File: config.mk
export PLATFORM = sky130hd
export DESIGN_NAME = game_seq_ctrl
export DESIGN_NICKNAME = d
export VERILOG_FILES = /design/src/rtl/game_pkg.sv /design/src/rtl/ms_timer.sv /design/src/rtl/game_seq_ctrl.sv
export SDC_FILE = /design/constraint.sdc
export NUM_CORES = 1
export LEC_CHECK = 0
export BUFFER_PORTS_ARGS = -buffer_cell sky130_fd_sc_hd__buf_2
export CAP_MARGIN = 20
export CORE_MARGIN = 4
export CORE_UTILIZATION = 56
export DETAILED_ROUTE_END_ITERATION = 10
export PLACE_DENSITY = 0.8
export SLEW_MARGIN = 10
export SYNTH_ARGS = -nofsm -noshare
export SYNTH_HDL_FRONTEND = slang
export SYNTH_SLANG_ARGS = --single-unit
File: constraint.sdc
create_clock -name clk -period 2.8 [get_ports clk]
set_input_delay 0.28 -clock clk [delete_from_list [all_inputs] [get_ports clk]]
set_output_delay 0.28 -clock clk [all_outputs]
set_load 0.01 [all_outputs]
File: src/rtl/game_pkg.sv
`default_nettype none
// ============================================================================
// Module      : game_pkg
// Description : Shared definitions for the game sequencing controller:
//               display-mode codes, FSM state encoding and timer width.
// Revision    : 1.0 - initial release
// ============================================================================
package game_pkg;

    // Width of the shared millisecond down-counter (SERVE_MS/POINT_MS <= 4095)
    localparam int TIMER_W = 12;

    // Display-mode codes driven on stateGm
    localparam logic [1:0] GM_BLANK = 2'b00;
    localparam logic [1:0] GM_PLAY  = 2'b01;
    localparam logic [1:0] GM_P1WIN = 2'b10;
    localparam logic [1:0] GM_P2WIN = 2'b11;

    // Game sequencing states, binary encoded
    typedef logic [2:0] game_state_t;

    localparam game_state_t ST_IDLE  = 3'd0;
    localparam game_state_t ST_SERVE = 3'd1;
    localparam game_state_t ST_PLAY  = 3'd2;
    localparam game_state_t ST_POINT = 3'd3;
    localparam game_state_t ST_WIN1  = 3'd4;
    localparam game_state_t ST_WIN2  = 3'd5;

    // Map a game state onto the display mode shown for it
    function automatic logic [1:0] gm_code(input game_state_t st);
        logic [1:0] code;
        case (st)
            ST_SERVE, ST_PLAY, ST_POINT: code = GM_PLAY;
            ST_WIN1:                     code = GM_P1WIN;
            ST_WIN2:                     code = GM_P2WIN;
            default:                     code = GM_BLANK;
        endcase
        return code;
    endfunction

endpackage : game_pkg
`default_nettype wire

File: src/rtl/ms_timer.sv
`default_nettype none
// ============================================================================
// Module      : ms_timer
// Description : Loadable down-counter clocked by a 1 ms tick. A load takes
//               priority over a coincident tick, so the delay is exactly
//               load_val full ticks. done is high while the count is zero.
// Revision    : 1.0 - initial release
// ============================================================================
module ms_timer
    import game_pkg::*;
#(
    parameter int WIDTH = TIMER_W
)(
    input  logic             clk,
    input  logic             reset,
    input  logic             load,
    input  logic [WIDTH-1:0] load_val,
    input  logic             tick,
    output logic             done
);

    logic [WIDTH-1:0] r_count;

    // Count register: load wins over tick; the count holds at zero
    always_ff @(posedge clk or posedge reset) begin
        if (reset) begin
            r_count <= '0;
        end else if (load) begin
            r_count <= load_val;
        end else if (tick && (r_count != '0)) begin
            r_count <= r_count - 1'b1;
        end
    end

    assign done = (r_count == '0);

endmodule : ms_timer
`default_nettype wire

File: src/rtl/game_seq_ctrl.sv
`default_nettype none
// ============================================================================
// Module      : game_seq_ctrl
// Description : Game sequencing controller for a two-player paddle game.
//               Steps IDLE -> SERVE -> PLAY -> POINT -> (SERVE | WIN1 | WIN2),
//               keeps the scores, holds/reloads the ball and selects the
//               display mode. One shared ms timer paces SERVE and POINT.
// Revision    : 1.0 - initial release
// ============================================================================
module game_seq_ctrl
    import game_pkg::*;
#(
    parameter int WIN_SCORE = 7,
    parameter int SERVE_MS  = 1000,
    parameter int POINT_MS  = 500
)(
    input  logic       clk,
    input  logic       reset,
    input  logic       clk_1ms,
    input  logic       start_btn,
    input  logic       miss_left,
    input  logic       miss_right,
    output logic [1:0] stateGm,
    output logic [3:0] score1,
    output logic [3:0] score2,
    output logic       ball_hold,
    output logic       ball_load,
    output logic       serve_dir
);

    localparam logic [3:0]         c_WIN_SCORE  = 4'(WIN_SCORE);
    localparam logic [TIMER_W-1:0] c_SERVE_LOAD = TIMER_W'(SERVE_MS);
    localparam logic [TIMER_W-1:0] c_POINT_LOAD = TIMER_W'(POINT_MS);

    game_state_t r_state;
    game_state_t w_next_state;

    logic       r_start_q;
    logic       w_start_evt;

    logic [1:0] r_state_gm;
    logic [3:0] r_score1;
    logic [3:0] r_score2;
    logic       r_serve_dir;
    logic       r_ball_load;

    logic       w_p1_won;
    logic       w_p2_won;
    logic       w_timer_done;
    logic       w_timer_load;
    logic [TIMER_W-1:0] w_timer_val;

    logic       w_ball_hold;
    logic       w_new_game;
    logic       w_point_p1;
    logic       w_point_p2;
    logic       w_reserve;

    // Rising-edge detect; sample resets high so a button held through reset
    // cannot start a game on release.
    assign w_start_evt = start_btn & ~r_start_q;

    // Win checks look at the already-updated registered scores
    assign w_p1_won = (r_score1 == c_WIN_SCORE);
    assign w_p2_won = (r_score2 == c_WIN_SCORE);

    ms_timer #(
        .WIDTH (TIMER_W)
    ) u_ms_timer (
        .clk      (clk),
        .reset    (reset),
        .load     (w_timer_load),
        .load_val (w_timer_val),
        .tick     (clk_1ms),
        .done     (w_timer_done)
    );

    // State register
    always_ff @(posedge clk or posedge reset) begin
        if (reset) begin
            r_state <= ST_IDLE;
        end else begin
            r_state <= w_next_state;
        end
    end

    // Next-state logic
    always_comb begin
        w_next_state = r_state;
        case (r_state)
            ST_IDLE: begin
                if (w_start_evt) begin
                    w_next_state = ST_SERVE;
                end
            end
            ST_SERVE: begin
                if (w_timer_done) begin
                    w_next_state = ST_PLAY;
                end
            end
            ST_PLAY: begin
                if (miss_left || miss_right) begin
                    w_next_state = ST_POINT;
                end
            end
            ST_POINT: begin
                if (w_p1_won) begin
                    w_next_state = ST_WIN1;
                end else if (w_p2_won) begin
                    w_next_state = ST_WIN2;
                end else if (w_timer_done) begin
                    w_next_state = ST_SERVE;
                end
            end
            ST_WIN1, ST_WIN2: begin
                if (w_start_evt) begin
                    w_next_state = ST_IDLE;
                end
            end
            default: begin
                w_next_state = ST_IDLE;
            end
        endcase
    end

    // Output/strobe decode: ball hold level plus the one-cycle event strobes
    // that drive the timer and the score/serve datapath.
    always_comb begin
        w_ball_hold  = 1'b1;
        w_new_game   = 1'b0;
        w_point_p1   = 1'b0;
        w_point_p2   = 1'b0;
        w_reserve    = 1'b0;
        w_timer_load = 1'b0;
        w_timer_val  = c_SERVE_LOAD;
        case (r_state)
            ST_IDLE: begin
                if (w_start_evt) begin
                    w_new_game   = 1'b1;
                    w_timer_load = 1'b1;
                end
            end
            ST_PLAY: begin
                w_ball_hold = 1'b0;
                if (miss_left || miss_right) begin
                    // A simultaneous miss on both sides is a void point
                    w_point_p1   = miss_right & ~miss_left;
                    w_point_p2   = miss_left & ~miss_right;
                    w_timer_load = 1'b1;
                    w_timer_val  = c_POINT_LOAD;
                end
            end
            ST_POINT: begin
                if (!w_p1_won && !w_p2_won && w_timer_done) begin
                    w_reserve    = 1'b1;
                    w_timer_load = 1'b1;
                end
            end
            default: begin
            end
        endcase
    end

    // Datapath registers: scores, serve direction, ball reload and display mode
    always_ff @(posedge clk or posedge reset) begin
        if (reset) begin
            r_start_q   <= 1'b1;
            r_state_gm  <= GM_BLANK;
            r_score1    <= 4'd0;
            r_score2    <= 4'd0;
            r_serve_dir <= 1'b0;
            r_ball_load <= 1'b0;
        end else begin
            r_start_q   <= start_btn;
            r_state_gm  <= gm_code(r_state);
            // Registered so the pulse lands with serve_dir already settled
            r_ball_load <= w_new_game | w_reserve;
            if (w_new_game) begin
                r_score1    <= 4'd0;
                r_score2    <= 4'd0;
                r_serve_dir <= 1'b0;
            end else begin
                if (w_point_p1) begin
                    if (r_score1 != c_WIN_SCORE) begin
                        r_score1 <= r_score1 + 4'd1;
                    end
                    // Loser of the point serves next
                    r_serve_dir <= 1'b1;
                end
                if (w_point_p2) begin
                    if (r_score2 != c_WIN_SCORE) begin
                        r_score2 <= r_score2 + 4'd1;
                    end
                    r_serve_dir <= 1'b0;
                end
            end
        end
    end

    assign stateGm   = r_state_gm;
    assign score1    = r_score1;
    assign score2    = r_score2;
    assign ball_hold = w_ball_hold;
    assign ball_load = r_ball_load;
    assign serve_dir = r_serve_dir;

endmodule : game_seq_ctrl
`default_nettype wire

After elaboration in Yosys (flattened, before gate mapping):

Cells that the tools add are included.

* bits in registers: 28
* output and inout bits: 13
* logic and storage cells: 85

* $add $sub $neg: 3
* equal/unequal tests: 14
* muxes and demuxes: 33
* bitwise gates (word level): 7
* reductions and logical operators: 20

Operators by type and width (number)
* 12-bit two-way mux: 2
* 4-bit two-way mux: 6
* 3-bit two-way mux: 7
* 10-bit two-way mux: 2
* 3-bit case mux with 5 select lines: 1
* 1-bit two-way mux: 13
* 12-bit logical NOT: 1
* 12-bit nonzero test: 1
* 12-bit by 1-bit subtractor with 12-bit output, second input constant: 1
* 2-bit nonzero test: 5
* 4-bit by 1-bit adder with 4-bit output, second input constant: 2
* 4-bit by 3-bit equality test with 1-bit output, second input constant: 2
* 2-bit inequality test, second input constant: 4
* 4-bit by 3-bit inequality test with 1-bit output, second input constant: 2
* 3-bit by 2-bit equality test with 1-bit output, second input constant: 2
* 3-bit equality test, second input constant: 2
* 2-bit case mux with 3 select lines: 1
* 5-bit AND reduction: 1
* 4-bit inequality test, second input constant: 1
* 2-bit AND reduction: 2
* 1-bit AND: 3
* 3-bit by 1-bit equality test with 1-bit output, second input constant: 1
* 1-bit logical AND: 3
* 3-bit logical NOT: 1
* 8 further kinds: 11

Depth between registers and ports, before layout:

Gate-level depths: netlist (run 1).

* word-level depth: 7
* gate-level depth with buffers: 7
* mapped depth without buffers: 7

Modules after synthesis:

A second synthesis (run 1) with hierarchy kept.

* cell total of the unflattened synthesis: 174
* area total of the unflattened synthesis: 1685.4 sq um

By module, submodules not included
* game_seq_ctrl: instances 1, cells each 92, area each 893.4 sq um
* ms_timer: instances 1, cells each 82, area each 792.0 sq um

Worst setup path before layout (run 1):

Ideal clock, no wire load.

* path type: register -> register
* start: register u_ms_timer.r_count[2]
* end: register u_ms_timer.r_count[7]
* data arrival time: 1.775 ns
* required time: 2.676 ns
* path slack: 0.901 ns
* cell stages (with the launch flop): 6
* clock period less this slack: 1.899 ns
* cells stage by stage: dfrtp_1 buf_6 or4_4 buf_6 or3_1 a211o_1

* cells in the longest elaborated chain, start to end: 5
* elaborated cells on any way between the ends: 10
* those cells by class: 1 x add/sub; 4 x mux; 5 x reduce/logical

Ends and longest elaborated chain
* start, declared: RTL line ms_timer.sv:22 `logic [WIDTH-1:0] r_count;`
* start signal, assigned: RTL line ms_timer.sv:29 `r_count <= load_val;`
* start signal, assigned: RTL line ms_timer.sv:31 `r_count <= r_count - 1'b1;`
* branches (longest 5 deep; another with 12-bit by 1-bit subtractor with 12-bit output)

Parallel ways; which one is timed is not known. The select of a mux whose other input is x is not followed.
A chain may end at the register's enable or synchronous reset.

Worst setup path in the final report (run 1):

* start: register u_ms_timer.r_count[0]
* end: register u_ms_timer.r_count[1]

The elaborated chain is that of the path after synthesis.

==> flow_summary.ini, run 1 <==
[status]
result_of_the_run = completed

[synthesis]
synth_enable_flop_cells = 0
synthArstFlopShare = 1.000
yosys_most_used_dff = dfrtp_1
synth-seq-cells = 28
yosysSeqAreaShare = 0.4625
synth.top_cells.by_area = dfrtp_1, nor2_1, xnor2_1
syn_nets = 160
synthTopCellsByCount = dfrtp_1, nor2_1, nand2_1
post-synth-top-area-fraction = 0.4452
synthMostInstantiatedCell = dfrtp_1
instance_count_of_the_mapped_netlist = 150
synth.yosys.warnings = 0
syn_area_per_cell_um2 = 10.12
netlist_area_mm2 = 0.001518
synth_cell_types = 44
synthDominantAreaCellType = dfrtp_1

[grt]
globalRoute.totalOverflow = 0
initial_antenna_violation_count = 0
maximum_number_of_pins_on_one_net_before_global_route_repair = 29
grt_pass1_wl_um = 4995
first_global_vias = 1164
track_usage = 0.1830

[hold_path]
path_category_of_the_worst_min_delay_check = input port to register

[pwr]
cell_internal_pwr_uw = 692.6
comb_power_share = 0.278
max-vdd-ir-drop_v = 0.0004542
leakage_nw = 0.7632
p_sw_frac = 0.3534
total_switching_power_uw = 378.5
pwr_density_cell_mw_per_mm2 = 631.3
seqPwrFrac = 0.536
share_clk_of_total_power = 0.186

[floorplanning]
pin_count = 19
num_rows = 18
die_x_um = 60.06
effective_utilization_at_floorplan = 0.6017
placeableCoreArea_mm2 = 0.002522
die_span_y_um = 60.06
floorplan.die_area_mm2 = 0.003607

[timing]
hold_viol = 0
maxSlewHeadroom = 0.5690
timing.final.max_slew_violations = 0
total_setup_violations_reported_at_the_end_of_the_flow = 0
fmax_ghz = 0.5021
post-route-min-period_ns = 1.992
tcrit_tclk_final = 0.7113
rsz0062_at_grt = false
tns_ns = 0
tightest_slew_ns = 0.6376
layout_setup_ws_ns = 0.8083
fin_skew_ns = 0.01067

[route]
vias = 1195
drt_first_pass_iters = 4
drt_drc_violations_left = 0
finalWirelength_um = 2973
avgRoutedWirePerCell_um = 14.79
route.detailed.vias_per_inst = 5.945
postRouteAntennaNets = 0
drtIter0Drc = 33

[clocking]
cts.reportedPaths.clkPinSlew_ns = 0.15
total_of_hold_buffers_inserted_after_clock_tree_synthesis = 0
clock_tree.htree_level_count = 1
cts_max_path_buffers = 2
cts.root.buffer_cell = clkbuf_4
cts_sinks = 28
cts.repair_timing.setup_buffer_count = 0
cts_tree = done
clock_latency_ns = 0.33
cts-resized-gates = 0
cts_buffers = 3

[setup_path]
critPathLaunchType = register
critPathArrivalTime_ns = 2.24
critical_path.cell_chain = inv_1, ha_1, nor3b_2, nand3_1, and3_1, a211oi_1
cpMaxStageDelayCell = dfrtp_1
timing.critical_path.max_delay_family = simple AND/OR/NAND/NOR gates
setup.worst_path.end_class = register
setup.reg_to_reg.worst_slack_ns = 0.81
worstPathBufferInverterCount = 1
critical_path.max_fanout = 8
slowest_delay_ns = 0.41
worst-setup-path-type = register to register
crit_required_ns = 3.05

[layout]
syn_to_final_growth_pct = 11.79
diodes = 0
layout-drive-gt1-share = 0.2105
final_net_count = 182
final_area_mm2 = 0.001697
n_fill_cell = 208

[placed_design]
dp.final_hpwl_um = 2167
globalplace.congestion = 0.8751
place_worst_setup_slack_ns = 0.8202
post_dp_cell_area_mm2 = 0.001623
total_of_buffers_placed_on_input_and_output_ports = 18

[flow_run]
maxCapViolations = 0
==> flip-flops by register name, summed over array words and instances, names as in the netlist <==
| name | cells |
|---|---|
| ball_load | 1 |
| r_start_q | 1 |
| r_state | 3 |
| score1 | 4 |
| score2 | 4 |
| serve_dir | 1 |
| stateGm | 2 |
| u_ms_timer.r_count | 12 |
==> routing by layer <==
metal	vias to the layer above	GRT usage	share of wire
met5	-	0	0
met4	0	0.07911	0.013
met3	5	0.02376	0.039
met2	28	0.3102	0.49
met1	573	0.2324	0.46
li1	589	-	-
==> final timing paths <==
check                                       from                    end  depth (start not counted)
max                        u_ms_timer.r_count[0]  u_ms_timer.r_count[1]                          6
min                                    start_btn              r_start_q                          1
max reg2reg                u_ms_timer.r_count[0]  u_ms_timer.r_count[1]                          6
min reg2reg                            score2[2]              score2[2]                          1
max in group asynchronous                  reset              r_start_q                          4
min in group asynchronous                  reset  u_ms_timer.r_count[6]                          3
==> worst register-to-register path, stage by stage, from the launching register on <==
cell and delay, ns:
dfrtp_1 0.41, inv_1 0.13, ha_1 0.18, nor3b_2 0.39, nand3_1 0.28, and3_1 0.28
a211oi_1 0.24
==> power groups by stage <==
stage                     logic, mW  registers, mW  clock network (mW)
after floorplan               0.250          0.553                   0
after global placement        0.281          0.569                   0
after detailed placement      0.293          0.577                   0
after CTS                     0.297          0.570               0.205
after global routing          0.342          0.584               0.217
final                         0.298          0.574               0.199
==> placed cells by master (no fill, tap or decap), types with 4 or more instances in the layout <==
cell	n
a21oi_1	4
buf_2	18
dfrtp_1	27
ha_1	4
inv_1	6
mux2i_1	5
nand2_1	8
nand3_1	4
nor2_1	19
nor3_1	5
nor4_1	6
o21ai_0	5
xnor2_1	7
==> kinds of logic after synthesis <==
logic type | count (synthesis) | synth area share
xor+xnor | 10 | 0.05771
fa+ha+maj | 4 | 0.03298
buf+inv | 10 | 0.03462
flops | 28 | 0.4625
mux | 5 | 0.03298
simple gates | 69 | 0.2679
compound gates | 24 | 0.1113
==> final cells by class <==
type,count,area [um^2],area share
inverters,6,22.52,0.01327
repair buffers,21,135.1,0.07965
well taps,30,37.54,0.02212
flip-flops and latches,28,701.9,0.4137
multi-input cells,112,763.2,0.4499
clock buffers,4,36.28,0.02139
==> stage by stage <==
stage | std cells | power, mW | util | hold slack, ns
finish | 201 | 1.071 | 0.6726 | 0.03016
global route | 201 | 1.143 | 0.6726 | 0.01791
CTS | 199 | 1.072 | 0.6577 | 0.02254
detailed placement | 195 | 0.8700 | 0.6434 | 0.3975
global placement | 195 | 0.8499 | 0.6434 | 0.3967
floorplan | 150 | 0.8023 | - | 0.2845
(Power assumes the default switching activity.)
==> run 2, diff against run 1 <==
- ABC_AREA: default -> 1
- CORE_UTILIZATION: 56 -> 58
- PLACE_DENSITY: 0.8 -> 0.82
- clock period: 2.8 -> 1.85 ns (I/O delays scaled with it)
==> flow_summary.ini, run 2 <==
[status]
result_of_the_run = completed

[timing]
tcrit_tclk_final = 0.8889
fmax_ghz = 0.6081
layout_setup_ws_ns = 0.2055
whs_ns = 0.2089
hold_viol = 0
timing.final.max_slew_violations = 0
tns_ns = 0
fin_skew_ns = 0.004738
post-route-min-period_ns = 1.645
rsz0062_at_grt = false
total_setup_violations_reported_at_the_end_of_the_flow = 0
tightest_slew_ns = 0.4784
maxSlewHeadroom = 0.6807

[floorplanning]
die_span_y_um = 62.48
floorplan.die_area_mm2 = 0.003904
placeableCoreArea_mm2 = 0.002805
effective_utilization_at_floorplan = 0.6137
die_x_um = 62.48
pin_count = 19
num_rows = 19

[clocking]
cts_buffers = 3
clock_latency_ns = 0.33
cts.root.buffer_cell = clkbuf_4
cts_max_path_buffers = 2
clock_tree.htree_level_count = 1
cts_sinks = 28
cts-resized-gates = 0
total_of_hold_buffers_inserted_after_clock_tree_synthesis = 2
cts.repair_timing.setup_buffer_count = 0
cts.reportedPaths.clkPinSlew_ns = 0.15
cts_tree = done

[setup_path]
crit_required_ns = 1.66
worstPathBufferInverterCount = 3
slowest_delay_ns = 0.46
critPathLaunchType = register
timing.critical_path.max_delay_family = flip-flops
critical_path.cell_chain = inv_2, nand2_2, nor2_4, inv_1, buf_2
worst-setup-path-type = register to primary output
cpMaxStageDelayCell = dfrtp_1
setup.worst_path.end_class = primary output
critical_path.max_fanout = 6
critPathArrivalTime_ns = 1.46

[synthesis]
synthSimpleGateAreaFrac = 0.3874
synth_compound_gate_area_share = 0.09666
synthDominantAreaCellType = dfrtp_1
synth_enable_flop_cells = 0
synthArstFlopShare = 1.000
yosysSeqAreaShare = 0.4077
syn_area_per_cell_um2 = 8.277
synth_cell_types = 37
syn_nets = 218
synth-seq-cells = 28
instance_count_of_the_mapped_netlist = 208
synthXorXnorAreaFrac = 0.02035
synthAdderAreaFrac = 0.02907
yosys_most_used_dff = dfrtp_1
synthMuxAreaShare = 0
synth.top_cells.by_area = dfrtp_1, nand2_1, nor2_1
netlist_area_mm2 = 0.001722
synthMostInstantiatedCell = nand2_1
dominant_combinational_cell_family_by_area_after_synthesis = simple AND/OR/NAND/NOR gates
post-synth-top-area-fraction = 0.3924
synth.yosys.warnings = 0
synthTopCellsByCount = nand2_1, dfrtp_1, nor2_1

[grt]
initial_antenna_violation_count = 0
grt_pass1_wl_um = 5837
maximum_number_of_pins_on_one_net_before_global_route_repair = 17
track_usage = 0.1821
globalRoute.totalOverflow = 0
first_global_vias = 1285

[layout]
final_net_count = 244
final_area_mm2 = 0.001931
layout_common_cells = nand2_1, dfrtp_1, nor2_1
regMostFlops = u_ms_timer.r_count
diodes = 0
final_common_cell = nand2_1
layout-drive-gt1-share = 0.2575
syn_to_final_growth_pct = 12.14
largest_register_ff_count = 12

[pwr]
p_sw_frac = 0.4289
pwr_density_cell_mw_per_mm2 = 1378
fin_total_pwr_mw = 2.661
cell_internal_pwr_mw = 1.520
seqPwrFrac = 0.384
leakage_nw = 0.9862
share_clk_of_total_power = 0.151
max-vdd-ir-drop_v = 0.0008454
comb_power_share = 0.465
total_switching_power_mw = 1.141

[route]
avgRoutedWirePerCell_um = 12.16
vias = 1374
drt_first_pass_iters = 4
drt_drc_violations_left = 0
postRouteAntennaNets = 0
route.detailed.vias_per_inst = 5.205
finalWirelength_um = 3211
drtIter0Drc = 40

[flow_run]
maxCapViolations = 0

[hold_path]
path_category_of_the_worst_min_delay_check = input port to register

[placed_design]
dp.final_hpwl_um = 2448
globalplace.congestion = 0.9055
post_dp_cell_area_mm2 = 0.001858
place_worst_setup_slack_ns = 0.3026
total_of_buffers_placed_on_input_and_output_ports = 18
[run 2: cell types whose count changed in the layout (fill, tap and decap cells not counted), moves of 8 or more]
cell | before | now
nand3_1 | 4 | 16
inv_1 | 6 | 23
nand2_1 | 8 | 40
nor2_2 | 0 | 8
[run 2: kinds of logic (layout without fill, tap and decap cells)]
family,Yosys count,after routing
simple gates,121,121
flops,28,28
buf+inv,27,52
compound gates,24,24
fa+ha+maj,4,4
xor+xnor,4,4
[run 2: per-stage QoR]
| step | instances | util |
|---|---|---|
| 6_report | 264 | 0.6882 |
| 4_1_cts | 264 | 0.6882 |
| 3_3_place_gp | 258 | 0.6624 |
| 2_1_floorplan | 208 | - |
| 5_1_grt | 264 | 0.6882 |
| 3_5_place_dp | 258 | 0.6624 |
[run 2: area by class of cell]
type                    instances  area, um^2
clock buffers                   3       22.52
clock inverters                 1       30.03
fillers                       237       874.6
inverters                      27       101.3
multi-input cells             153       918.4
flip-flops and latches         28       701.9
well taps                      31       38.79
repair buffers                 21       117.6
[run 2: worst paths after layout]
kind                                       start               endpoint  slack (ns)  cells past startpoint
setup / recovery                      r_state[2]              ball_hold        0.21                      5
setup reg to reg                       score1[0]  u_ms_timer.r_count[2]        0.29                      9
hold reg to reg            u_ms_timer.r_count[6]  u_ms_timer.r_count[6]        0.57                      2
max in group asynchronous                  reset  u_ms_timer.r_count[3]        0.88                      4
min in group asynchronous                  reset  u_ms_timer.r_count[4]        0.39                      3
hold / removal                           clk_1ms  u_ms_timer.r_count[6]        0.21                      3
[run 2: power by group through the flow]
| stage | Sequential [mW] | Clock (mW) | Combinational [mW] |
|---|---|---|---|
| after CTS | 1.02 | 0.410 | 1.24 |
| after global routing | 1.06 | 0.437 | 1.41 |
| after global placement | 1.03 | 0 | 1.21 |
| after floorplan | 1.04 | 0 | 0.903 |
| final | 1.02 | 0.403 | 1.24 |
| after detailed placement | 1.03 | 0 | 1.23 |
[run 2: worst min-delay path, delay by kind of cell]
kind / cells / cell delay [ns]
buffers and inverters: 1 / 0.13
AND/OR/NAND/NOR: 2 / 0.20
[run 2: metal layers]
| metal | global-route usage | part of all wire | vias to the layer above |
|---|---|---|---|
| met3 | 0.02338 | 0.025 | 4 |
| li1 | - | - | 735 |
| met2 | 0.2956 | 0.46 | 16 |
| met4 | 0.05785 | 0.012 | 0 |
| met5 | 0 | 0 | - |
| met1 | 0.2529 | 0.50 | 619 |
